[src/rtl/serial_arith_defs.sv]
// rtl/serial_arith_defs.sv - shared FSM encodings for the bit-serial arithmetic blocks
package serial_arith_defs;

    typedef enum logic [1:0] {
        ST_IDLE  = 2'd0,
        ST_SHIFT = 2'd1,
        ST_DONE  = 2'd2
    } serial_state_e;

endpackage

[src/rtl/full_subtractor_bit.sv]
// rtl/full_subtractor_bit.sv - one-bit full subtractor cell, x - y - bin
module full_subtractor_bit (
    input  logic x,
    input  logic y,
    input  logic bin,
    output logic d,
    output logic bout
);

    // Borrow out when y alone exceeds x, or when x == y and a borrow arrives.
    assign d    = x ^ y ^ bin;
    assign bout = (~x & y) | (~(x ^ y) & bin);

endmodule

[src/rtl/serial_subtractor.sv]
// rtl/serial_subtractor.sv - LSB-first bit-serial subtractor with start/busy/done handshake
module serial_subtractor
    import serial_arith_defs::*;
#(
    parameter int WIDTH = 8
) (
    input  logic             clk,
    input  logic             rst,
    input  logic             start,
    input  logic [WIDTH-1:0] a,
    input  logic [WIDTH-1:0] b,
    output logic             busy,
    output logic             done,
    output logic [WIDTH-1:0] diff,
    output logic             borrow
);

    localparam int               CNT_W    = $clog2(WIDTH);
    localparam logic [CNT_W-1:0] CNT_LAST = CNT_W'(WIDTH - 1);

    serial_state_e    state_q, state_d;
    logic [WIDTH-1:0] a_q, a_d;
    logic [WIDTH-1:0] b_q, b_d;
    logic [WIDTH-1:0] diff_q, diff_d;
    logic             borrow_q, borrow_d;
    logic             bin_q, bin_d;
    logic [CNT_W-1:0] cnt_q, cnt_d;

    logic             cell_d;
    logic             cell_bout;

    // The single cell always looks at the current LSBs and the carried borrow.
    full_subtractor_bit u_cell (
        .x    (a_q[0]),
        .y    (b_q[0]),
        .bin  (bin_q),
        .d    (cell_d),
        .bout (cell_bout)
    );

    // State and datapath registers; reset discards any in-flight operation.
    always_ff @(posedge clk) begin
        if (rst) begin
            state_q  <= ST_IDLE;
            a_q      <= '0;
            b_q      <= '0;
            diff_q   <= '0;
            borrow_q <= 1'b0;
            bin_q    <= 1'b0;
            cnt_q    <= '0;
        end else begin
            state_q  <= state_d;
            a_q      <= a_d;
            b_q      <= b_d;
            diff_q   <= diff_d;
            borrow_q <= borrow_d;
            bin_q    <= bin_d;
            cnt_q    <= cnt_d;
        end
    end

    // Next-state: capture on accepted start, one bit per SHIFT edge, single DONE cycle.
    always_comb begin
        state_d  = state_q;
        a_d      = a_q;
        b_d      = b_q;
        diff_d   = diff_q;
        borrow_d = borrow_q;
        bin_d    = bin_q;
        cnt_d    = cnt_q;
        unique case (state_q)
            ST_IDLE: begin
                if (start) begin
                    a_d     = a;
                    b_d     = b;
                    bin_d   = 1'b0;
                    cnt_d   = '0;
                    state_d = ST_SHIFT;
                end
            end
            ST_SHIFT: begin
                a_d    = a_q >> 1;
                b_d    = b_q >> 1;
                diff_d = {cell_d, diff_q[WIDTH-1:1]};
                bin_d  = cell_bout;
                cnt_d  = cnt_q + CNT_W'(1);
                if (cnt_q == CNT_LAST) begin
                    borrow_d = cell_bout;
                    state_d  = ST_DONE;
                end
            end
            ST_DONE: begin
                state_d = ST_IDLE;
            end
            default: begin
                state_d = ST_IDLE;
            end
        endcase
    end

    assign busy   = (state_q == ST_SHIFT);
    assign done   = (state_q == ST_DONE);
    assign diff   = diff_q;
    assign borrow = borrow_q;

endmodule

[config.mk]
export PLATFORM = sky130hd
export DESIGN_NAME = serial_subtractor
export DESIGN_NICKNAME = d
export VERILOG_FILES = /design/src/rtl/serial_arith_defs.sv /design/src/rtl/full_subtractor_bit.sv /design/src/rtl/serial_subtractor.sv
export SDC_FILE = /design/constraint.sdc
export NUM_CORES = 1
export LEC_CHECK = 0
export BUFFER_PORTS_ARGS = -buffer_cell sky130_fd_sc_hd__buf_2
export CORE_MARGIN = 2
export CORE_UTILIZATION = 53
export DETAILED_ROUTE_END_ITERATION = 10
export PLACE_DENSITY = 0.87
export SYNTH_ARGS = -nofsm -noshare
export SYNTH_HDL_FRONTEND = slang
export SYNTH_SLANG_ARGS = --single-unit
export TNS_END_PERCENT = 30
[constraint.sdc]
create_clock -name clk -period 2.7 [get_ports clk]
set_input_delay 0.54 -clock clk [delete_from_list [all_inputs] [get_ports clk]]
set_output_delay 0.54 -clock clk [all_outputs]
set_load 0.01 [all_outputs]
==> impl_metrics.toml <==
[status]
status = "finished clean"

[logic_synthesis]
netlist_area_sq_um = 1330
synth.net_count = 157
synth.distinct_cells = 23
synth_flop_cell = "dfxtp_1"
avgSynthCellArea_sq_um = 9.852
synth_commonest_cells = "dfxtp_1, nor2_1, nand2_1"
synthCells = 135
post-synth-top-count-cell = "dfxtp_1"
ys_seq_area_share_pct = 46.66
async_flop_share_pct = 0
synth.top_cell.area_share_pct = 46.66
ys_ff_latch = 31
synth-edff-count = 0
ys_warn_count = 0
synth_top_area_cell = "dfxtp_1"
ys_top_cells_by_area = "dfxtp_1, mux2i_1, a211oi_2"

[sta]
finalWorstSetupSlack_ps = 370.2
hold_violations = 0
setup_viol = 0
fin_crit_ps = 2330
rsz0062_at_grt = "no"
tightest_slew_ps = 636.8
tns_ps = 0
max_slew_margin_pct = 57.55
period_share_pct = 86.29
fmax_mhz = 429.2
slew_violations = 0
skew_ps = 13.83

[cells_and_area]
utilization_pct = 61.99
nets = 185
areaGrowthSynthToFinish_pct = 13.36
seq_area_sq_um = 620.6
stdcell_area_sq_um = 1508
multiInputGateArea_sq_um = 628.1
fillers = 201
finalNonFillerCells = 194
antennaDiodeCount = 0
layout-drive-gt1-share_pct = 29.27

[power]
swShare_pct = 26.62
p_int_uw = 636.0
combPwrFrac_pct = 13.4
p_leak_uw = 0.0006400
p_switching_uw = 230.7
clkPwrFrac_pct = 28.8
peakVddDrop_mv = 0.3988
pwr_density_cell_nw_per_um2 = 574.8
seqPwrFrac_pct = 57.8

[drt]
vias = 1013
route.layer.met1.wl_mm = 1.088
drtIter0Drc = 30
first_pass_iters = 4
wl_met2_mm = 1.275
wl_per_cell_um = 12.78
top_layer = "met4"
wl_met3_um = 84
drt_wl_total_mm = 2.480
drc = 0
via_per_inst = 5.222
ant_nets = 0

[critical_path]
start_kind = "register"
cp-end-kind = "output port"
worst_ep_arrival_time_ps = 1790
r2r_start = "state_q[0]"
worstSetupStartpoint = "state_q[0]"
reg2reg_to = "b_q[5]"
crit_type = "reg -> out"
worstSetupEndpoint = "busy"
worstPathRequired_ps = 2160
path_max_fanout = 15
worstRegToRegCells = 4
rrSetupSlack_ps = 820

[die]
fp-row-count = 18
die_y_um = 54.10
io_pins = 30
die_w_um = 54.10
start_util_pct = 54.68
die_area_sq_um = 2926
core_area_sq_um = 2432

[worst_hold_path]
hold_path.class = "in -> reg"

[clocking]
clk_pin_slew_worst_paths_ps = 100
cts_root_buffer = "clkbuf_4"
clock_latency_ps = 320
clock-sinks = 31
htree_levels = 2
cts_buffer_depth = 2
cts_tree = "done"
post_cts_buffers = 0
cts_resized = 0
hold_buffers = 0
numCtsBuffers = 5

[run]
cap_viol_max_count = 0

[global_route]
grt_max_degree = 32
overflow = 0
grt_pass1_wl_mm = 3.905
grt_pass1_vias = 973
antenna_found_initial = 0
grt_usage_pct = 18.86

[placed_design]
hpwl_mm = 1.823
io_buffers = 29
pre_cts_slack_ps = 719.7
placed_cells = 186
globalplace.congestion = 0.7721
dpl-instance-area_sq_um = 1458
==> critical path: stages, from the launching register on <==
cell	delay, ps
dfxtp_1	640
nand2b_1	360
inv_2	290
buf_2	180
==> worst min path at each step <==
stage / depth (start not counted) / to / from
finish: 3 / b_q[7] / b[7]
global route: 3 / b_q[7] / b[7]
CTS: 3 / b_q[7] / b[7]
detailed placement: 2 / diff[3] / diff[4]
global placement: 2 / diff[4] / diff[5]
floorplan: 1 / cnt_q[0] / cnt_q[0]
==> state kept, by name, summed over array words and instances, names as in the netlist <==
name     count
cnt_q        3
borrow       1
bin_q        1
b_q          8
diff         8
a_q          8
state_q      2
==> power by group through the flow <==
stage               registers [uW]  logic [uW]  clock network [uW]
floorplan                      505        96.0                   0
global placement               510         110                   0
detailed placement             512         117                   0
CTS                            501         117                 251
global route                   504         131                 267
finish                         501         116                 250
==> cell usage in the layout (no fill, tap or decap), drive strengths merged, types with 2 or more instances in the layout <==
master / n
mux2i: 14
inv: 3
clkbuf: 7
a211oi: 16
a22oi: 4
nor2: 21
a21oi: 9
buf: 31
nand2: 17
ha: 2
dfxtp: 31
==> routing by layer <==
| layer | vias up | track usage, % |
|---|---|---|
| li1 | 526 | - |
| met1 | 467 | 20.41 |
| met2 | 15 | 34.55 |
| met3 | 5 | 5.000 |
| met4 | 0 | 7.500 |
| met5 | - | 0 |
==> area by class of cell <==
class / count / area share [%]
Tap cell: 30 / 2.490
Inverter: 3 / 0.7469
Multi-Input combinational cell: 91 / 41.66
Clock buffer: 7 / 2.988
Clock inverter: 1 / 0.3319
Timing Repair Buffer: 31 / 10.62
Sequential cell: 31 / 41.16
==> per-stage QoR <==
stage | total power [uW] | hold WS (ps)
after floorplan | 600.8 | 443.5
after global placement | 619.1 | 451.7
after detailed placement | 628.3 | 458.5
after CTS | 869.8 | 460.6
after global routing | 901.9 | 487.2
final | 866.7 | 456.9
==> kinds of logic after synthesis <==
logic type      after synthesis  synth area share, %
mux                          14                10.54
compound gates               33                21.07
simple gates                 41                12.23
flops                        31                46.66
buf+inv                      13                6.114
fa+ha+maj                     3                3.386
Power figures use the tool's default switching activity.
